### src/rtl/clk_period_meter.sv
// clk_period_meter: single-shot period/high-time measurement of an async clock in clk_in cycles
// Ports:
//   clk_in    - system clock, all logic on its rising edge
//   reset_n   - asynchronous active-low reset
//   clk_meas  - asynchronous signal under measurement
//   start     - one-cycle measurement request, honoured only in IDLE
//   busy      - high while a measurement is in progress
//   done      - one-cycle pulse when the result registers are updated
//   period    - clk_in cycles between two consecutive rising edges of clk_meas
//   high_time - clk_in cycles from that rising edge to the following falling edge
//   timeout   - last measurement aborted because clk_meas never completed a period
module clk_period_meter #(
  parameter int CNT_W       = 32,
  parameter int TIMEOUT_CYC = 50000000,
  parameter int SYNC_STAGES = 2
) (
  input  logic             clk_in,
  input  logic             reset_n,
  input  logic             clk_meas,
  input  logic             start,
  output logic             busy,
  output logic             done,
  output logic [CNT_W-1:0] period,
  output logic [CNT_W-1:0] high_time,
  output logic             timeout
);
  typedef enum logic [1:0] {IDLE, ARM, MEASURE, DONE} state_t;
  localparam logic [CNT_W-1:0] TMR_LAST = CNT_W'(TIMEOUT_CYC - 1);
  localparam logic [CNT_W-1:0] ONE = CNT_W'(1);
  state_t state_q, state_d;
  logic [SYNC_STAGES-1:0] sync_q;
  logic prev_q;
  logic [CNT_W-1:0] cnt_q, cnt_d;
  logic [CNT_W-1:0] tmr_q, tmr_d;
  logic [CNT_W-1:0] hi_sh_q, hi_sh_d;
  logic [CNT_W-1:0] period_q, period_d;
  logic [CNT_W-1:0] high_q, high_d;
  logic timeout_q, timeout_d;
  logic meas, rise, fall, expire;
  assign meas   = sync_q[SYNC_STAGES-1];
  assign rise   = meas & ~prev_q;
  assign fall   = ~meas & prev_q;
  assign expire = tmr_q == TMR_LAST;
  assign period    = period_q;
  assign high_time = high_q;
  assign timeout   = timeout_q;
  always_ff @(posedge clk_in or negedge reset_n) begin
    if (!reset_n) begin
      state_q   <= IDLE;
      sync_q    <= '0;
      prev_q    <= 1'b0;
      cnt_q     <= '0;
      tmr_q     <= '0;
      hi_sh_q   <= '0;
      period_q  <= '0;
      high_q    <= '0;
      timeout_q <= 1'b0;
    end else begin
      state_q   <= state_d;
      sync_q    <= {sync_q[SYNC_STAGES-2:0], clk_meas};
      prev_q    <= meas;
      cnt_q     <= cnt_d;
      tmr_q     <= tmr_d;
      hi_sh_q   <= hi_sh_d;
      period_q  <= period_d;
      high_q    <= high_d;
      timeout_q <= timeout_d;
    end
  end
  always_comb begin
    state_d   = state_q;
    cnt_d     = cnt_q;
    tmr_d     = tmr_q;
    hi_sh_d   = hi_sh_q;
    period_d  = period_q;
    high_d    = high_q;
    timeout_d = timeout_q;
    busy      = 1'b0;
    done      = 1'b0;
    case (state_q)
      IDLE: begin
        if (start) begin
          state_d = ARM;
          tmr_d   = '0;
        end
      end
      ARM: begin
        busy  = 1'b1;
        tmr_d = tmr_q + ONE;
        if (rise) begin
          state_d = MEASURE;
          cnt_d   = ONE;
          hi_sh_d = '0;
        end
        // a rise here only opens the window, so expiry still wins
        if (expire) begin
          state_d   = DONE;
          period_d  = '0;
          high_d    = '0;
          timeout_d = 1'b1;
        end
      end
      MEASURE: begin
        busy  = 1'b1;
        tmr_d = tmr_q + ONE;
        cnt_d = cnt_q + ONE;
        // cnt is at least 1 here, so a zero shadow means no fall seen yet
        if (fall && hi_sh_q == '0)
          hi_sh_d = cnt_q;
        if (rise) begin
          state_d   = DONE;
          period_d  = cnt_q;
          high_d    = hi_sh_q;
          timeout_d = 1'b0;
        end else if (expire) begin
          state_d   = DONE;
          period_d  = '0;
          high_d    = '0;
          timeout_d = 1'b1;
        end
      end
      DONE: begin
        done    = 1'b1;
        state_d = IDLE;
      end
      default: state_d = IDLE;
    endcase
  end
endmodule

### config.mk
export PLATFORM = sky130hd
export DESIGN_NAME = clk_period_meter
export DESIGN_NICKNAME = d
export VERILOG_FILES = /design/src/rtl/clk_period_meter.sv
export SDC_FILE = /design/constraint.sdc
export NUM_CORES = 1
export LEC_CHECK = 0
export ABC_AREA = 1
export ABC_CLOCK_PERIOD_IN_PS = 1700
export BUFFER_PORTS_ARGS = -buffer_cell sky130_fd_sc_hd__clkbuf_2
export CAP_MARGIN = 15
export CORE_MARGIN = 2
export CORE_UTILIZATION = 45
export CTS_CLUSTER_SIZE = 12
export DETAILED_ROUTE_END_ITERATION = 8
export PLACE_DENSITY = 0.66
export SYNTH_ARGS = -nofsm -noshare
export SYNTH_HDL_FRONTEND = slang
export SYNTH_SLANG_ARGS = --single-unit
export TNS_END_PERCENT = 5
### constraint.sdc
create_clock -name clk_in -period 1.7 [get_ports clk_in]
set_input_delay 0.34 -clock clk_in [delete_from_list [all_inputs] [get_ports clk_in]]
set_output_delay 0.34 -clock clk_in [all_outputs]
set_load 0.01 [all_outputs]
==> results.md, run 1 <==
* ANT cells at 0
* Leak at 0.00529 µW
* Largest net degree at the start of global routing at 54
* DP Wirelength at 15,100 µm
* Commonest non-fill, non-tap cells in the layout: 239 x nand2_1, 183 x nor2_1, 166 x dfrtp_1
* Die area at slightly below 20,000 µm²
* Detailed Route WL at 20,800 µm
* Ys flop type: dfrtp_1
* Clock Root Buffer: clkbuf_16
* # setup viols final at 9
* Multi-input combinational cell area at about 3800 µm²
* Synthesized instance count at 1,058
* Final worst setup slack at -0.0999 ns
* Max clock buf depth at 2
* CTS tree: built
* Slew @ Worst Pin at 0.373 ns
* Site Rows at 49
* First-pass GRT wire length at 35,000 µm
* Max VDD drop at 0.000981 V
* Via/cell ratio at 5.10
* Dominant cell type by area after synthesis: dfrtp_1
* H-tree Lvls at 4
* Crit end category: primary output
* Vias in the first global route at 7,153
* Unrepaired setup endpoints after global routing: yes
* Initial DRC count at 382
* Worst EP arrival at 1.46 ns
* Max Cap Viol at 0
* Top cell type's share of synthesized area at about half
* DRT antenna net count at 0
* Clock sinks at between 150 and 200
* Die width at about 140 µm
* Failing checks: setup timing
* FF/Latch Area at 4150 µm²
* WHS at 0.350 ns
* Core Area at 18,000 µm²
* #FFs+latches synth at approximately 170
* Area delta synth->final at 25.0%
* Fraction of registers with async set/reset at 100%
* GR Util All Layers at ~22%
* Status: finished, violations left
* Fin crit period at approximately 1.8 ns
* Post-synthesis sequential area ratio at around 50%
* Data required, critical path at between 1 and 1.5 ns
* Startpoint Class: register
* Initial core utilization at 46.2%
* Syn_nets at 1,068
* Synth Cell Area at 8320 µm²
* Hold Crit Depth at 0
* Placer Congestion at between 0.9 and 1
* Antenna violations before repair at 0
* Gr ovfl total at 0
* # DRC at 0
* Post-synth EDFFs at 0
* Rel. slew slack at 75.0%
* HP Class: register to register
* Final total negative setup slack at -0.164 ns
* Warnings, synthesis at 0
* Layout fillers at 1,608
* Layout Nets at about 1,200
* CTS buffer count at 17
* Layout cells sized above 1 at roughly a fifth
* Worst R2R Path Depth at 11
* Max frequency at 556 MHz
* Latest clock arrival within the worst-skew pair at 0.44 ns
* Die H at 140 µm
* PwrDens at 1340 nW/µm²
* Pre-antenna DRT Iters at 5
* Count of unique library cells instantiated by Yosys at 31
* Final slew viol count at 0
* Routed wire per std cell at 14.4 µm
* Crit Path Class: register to primary output
* Crit path max fanout at 3
* Period utilisation layout at 106%
* Main area contributors after synthesis: dfrtp_1 50%, nand2_1 11%, nor2_1 9.0%, nand3_1 7.1%, mux2i_1 4.5%
* Clock transition at path regs at 0.07 ns
* Synthesized area per cell at 7.86 µm²
* # port buffers at 70
* Setup Skew at 0.0111 ns
* Hold Vio Cnt, Final at 0
* Vias at 7,337
* Most common cell after layout, fill and taps aside: nand2_1
* Number of primary I/O pins at just over 70
-- power breakdown --
group | switching (µW) | total (µW) | internal, µW
clock network | 1790 | 3760 | 1960
registers | 325 | 4740 | 4420
logic | 3050 | 5400 | 2350
total | 5170 | 13900 | 8730
-- critical path, cell delays in order, from the launching register on --
cell	delay, ns
dfrtp_1	0.39
inv_2	0.09
ha_4	0.21
buf_6	0.12
buf_6	0.11
buf_6	0.11
-- layer usage --
metal	global-route usage, %	part of all wire (%)	vias to the layer above
met3	4.38	3.8	23
li1	-	-	3695
met1	30.3	47	3487
met4	6.00	1.2	0
met2	36.7	48	132
met5	0	0	-
-- area by class of cell --
| type | count | share of cell area (%) |
|---|---|---|
| clock buffer | 17 | 4.09 |
| tap | 229 | 2.75 |
| multi-input combinational | 762 | 36.5 |
| timing repair buffer | 158 | 11.9 |
| inverter | 93 | 3.38 |
| clock inverter | 15 | 1.47 |
| sequential | 166 | 39.9 |
-- cells by family after synthesis --
family / after synthesis / synth area share [%]
multiplexers: 37 / 4.45
flip-flops: 166 / 49.9
AND/OR/NAND/NOR: 616 / 31.4
adder cells (fa/ha/maj): 6 / 0.902
buffers and inverters: 130 / 6.84
AO/OA/AOI/OAI: 103 / 6.47
-- cells in the mapped netlist (4+ instances only) --
master    number
ha_1           6
nand3_1      118
buf_2         23
dfrtp_1      166
nor2_4         5
mux2i_1       37
clkbuf_1       4
nand2_2        4
nor2_1       199
buf_6          4
inv_1         89
buf_4          6
nand4_1       14
nand2_1      250
o21ai_0       62
nor3_1        11
a21oi_1       33
nor2_2         9
-- state kept, by name, indices dropped and copies added, names as in the netlist --
name	flops
period	32
cnt_q	32
hi_sh_q	32
state_q	2
tmr_q	32
sync_q	2
timeout	1
high_time	32
prev_q	1
-- repair_timing --
action | in CTS | in global routing
setup endpoints to repair | 127 | 153
setup buffers | 3 | 0
endpoints found under the hold margin | 33 | 0
pin swaps | 6 | 11
gates resized for setup | 27 | 55
cloned | 2 | 0
hold buffers | 2 | 0
-- stage by stage --
step                      setup slack, ns  cell area (µm²)  std cells  total power (µW)  util, %
final                             -0.0999            10400       1440             13900     57.7
after global routing               -0.156            10400       1440             14800     57.7
after CTS                          -0.132            10300       1440             13800     56.9
after detailed placement           -0.146             9490       1401              9350     52.7
after global placement            -0.0914             9490       1401              9300     52.7
after floorplan                  -0.00740             8340       1058              7470        -
-- worst paths after layout --
path | from | to | slack [ns]
worst max-delay path | state_q[0] | busy | -0.1
worst min-delay path | sync_q[0] | sync_q[1] | 0.35
worst max register to register | state_q[1] | tmr_q[24] | -0.03
worst min register to register | sync_q[0] | sync_q[1] | 0.35
max in group asynchronous | reset_n | tmr_q[21] | 0.68
min in group asynchronous | reset_n | high_time[5] | 0.38
Note: power is estimated with default switching activity, not from simulation.
==> run 2, diff against run 1 <==
--- a/config.mk
+++ b/config.mk
@@ -14,6 +14,7 @@
 export CTS_CLUSTER_SIZE = 12
 export DETAILED_ROUTE_END_ITERATION = 8
 export PLACE_DENSITY = 0.66
+export RECOVER_POWER = 50
 export SYNTH_ARGS = -nofsm -noshare
 export SYNTH_HDL_FRONTEND = slang
 export SYNTH_SLANG_ARGS = --single-unit
==> run 2 against run 1 <==
  * The run still ends with setup timing left
  * Register-to-register slack about the same
  * Sequential share of layout area is 0.14 points higher
  * Worst setup slack about the same
==> results.md, run 2 (synthesis results as in run 1) <==
* Status: finished, violations left
* Gr ovfl total at 0
* Die H at 140 µm
* Max clock buf depth at 2
* PwrDens at 1340 nW/µm²
* Period utilisation layout at 106%
* Number of primary I/O pins at between 70 and 80
* CTS tree: built
* Rel. slew slack at 36.9%
* Slew @ Worst Pin at 0.947 ns
* Vias in the first global route at 7,153
* Vias at 7,332
* Die width at 140 µm
* Core Area at around 18,000 µm²
* ANT cells at 0
* Final slew viol count at 0
* Placer Congestion at 0.901
* Layout fillers at approximately 1,600
* H-tree Lvls at 4
* Commonest non-fill, non-tap cells in the layout: 239 x nand2_1, 183 x nor2_1, 166 x dfrtp_1
* DP Wirelength at 15,100 µm
* FF/Latch Area at about 4200 µm²
* Crit Path Class: register to primary output
* Initial core utilization at 46.2%
* Crit path max fanout at 3
* GR Util All Layers at 22.3%
* Clock transition at path regs at 0.07 ns
* Hold Crit Start: sync_q[0]
* RR Startpoint: state_q[1]
* Most common cell after layout, fill and taps aside: nand2_1
* Die area at 19,600 µm²
* Leak at around 0.0053 µW
* Worst EP arrival at 1.46 ns
* Crit end category: primary output
* Pre-antenna DRT Iters at 5
* DRT antenna net count at 0
* Max Cap Viol at 0
* HP Class: register to register
* Initial DRC count at between 300 and 400
* Max frequency at between 500 and 600 MHz
* # setup viols final at 7
* # port buffers at 70
* Largest net degree at the start of global routing at 54
* Startpoint Class: register
* # DRC at 0
* Multi-input combinational cell area at ~3800 µm²
* Antenna violations before repair at 0
* Final worst setup slack at -0.0995 ns
* Detailed Route WL at 20,700 µm
* Power, Total at ~14,000 µW
* Data required, critical path at 1.36 ns
* WHS at approximately 0.35 ns
* First-pass GRT wire length at roughly 35,000 µm
* Clock sinks at approximately 170
* WHS Endpoint: sync_q[1]
* Hold Vio Cnt, Final at 0
* Routed wire per std cell at 14.4 µm
* Worst reg2reg path endpoint: tmr_q[24]
* Layout cells sized above 1 at a little over a fifth
* Fin crit period at ~1.8 ns
* Setup Skew at 0.0110 ns
* Clock Root Buffer: clkbuf_16
* Worst R2R Path Depth at 11
* Layout Nets at 1,208
* Max VDD drop at around 0.001 V
* Site Rows at 49
* Hold Crit Depth at 0
* CTS buffer count at 17
* Latest clock arrival within the worst-skew pair at 0.44 ns
* Flop-to-flop setup slack at -0.03 ns
* Via/cell ratio at 5.09
* Failing checks: setup timing
* Area delta synth->final at 24.6%
* Unrepaired setup endpoints after global routing: yes
-- run 2: changes by cell type in the layout (fill, tap and decap cells not counted), sizes merged --
cell / change
clkbuf: +2
buf: -2
-- run 2: worst max-delay path, stage by stage (launching register included) --
cell     delay, ns
dfrtp_1       0.39
inv_2         0.09
ha_4          0.21
buf_6         0.12
buf_6         0.11
buf_6         0.11
-- run 2: layout make-up --
| class | count | area share [%] |
|---|---|---|
| flip-flops and latches | 166 | 40.1 |
| clock buffers | 17 | 4.10 |
| well taps | 229 | 2.76 |
| repair buffers | 158 | 11.6 |
| multi-input cells | 762 | 36.6 |
| inverters | 93 | 3.39 |
| clock inverters | 15 | 1.47 |
-- run 2: what timing repair did --
item	in CTS	in global routing
endpoints found under the setup margin	127	153
hold endpoints to repair	33	0
setup buffers	3	0
gates resized for setup	27	55
pin swaps	6	11
cloned	2	0
hold buffers	2	0
-- run 2: worst max-delay path by stage --
stage / startpoint / endpoint / slack (ns) / cells past startpoint
2_1_floorplan: state_q[0] / hi_sh_q[10] / -0.007 / 12
3_3_place_gp: state_q[1] / tmr_q[23] / -0.09 / 9
3_5_place_dp: state_q[1] / tmr_q[23] / -0.15 / 9
4_1_cts: state_q[1] / busy / -0.13 / 5
5_1_grt: state_q[1] / busy / -0.16 / 5
6_report: state_q[0] / busy / -0.1 / 5
-- run 2: power breakdown --
part	switching, µW	internal [µW]	total, µW
Combinational	3040	2340	5380
Sequential	324	4420	4740
Clock	1800	1960	3760
Total	5160	8720	13900
-- run 2: through the flow --
step           cells  area [µm²]  utilization [%]  TNS, ns  setup WS (ns)
2_1_floorplan   1058        8340                -   -0.231       -0.00740
3_3_place_gp    1401        9490             52.7   -0.971        -0.0914
3_5_place_dp    1401        9490             52.7    -4.22         -0.146
4_1_cts         1440       10300             56.9   -0.861         -0.132
5_1_grt         1440       10400             57.5    -8.80         -0.156
6_report        1440       10400             57.5   -0.152        -0.0995
-- run 2: metal layers --
layer / global-route usage, % / vias to the layer above / routed length (µm)
met4: 6.00 / 0 / 199
met2: 36.7 / 127 / 10100
met5: 0 / - / 0
li1: - / 3698 / -
met3: 4.38 / 19 / 731
met1: 30.3 / 3488 / 9690
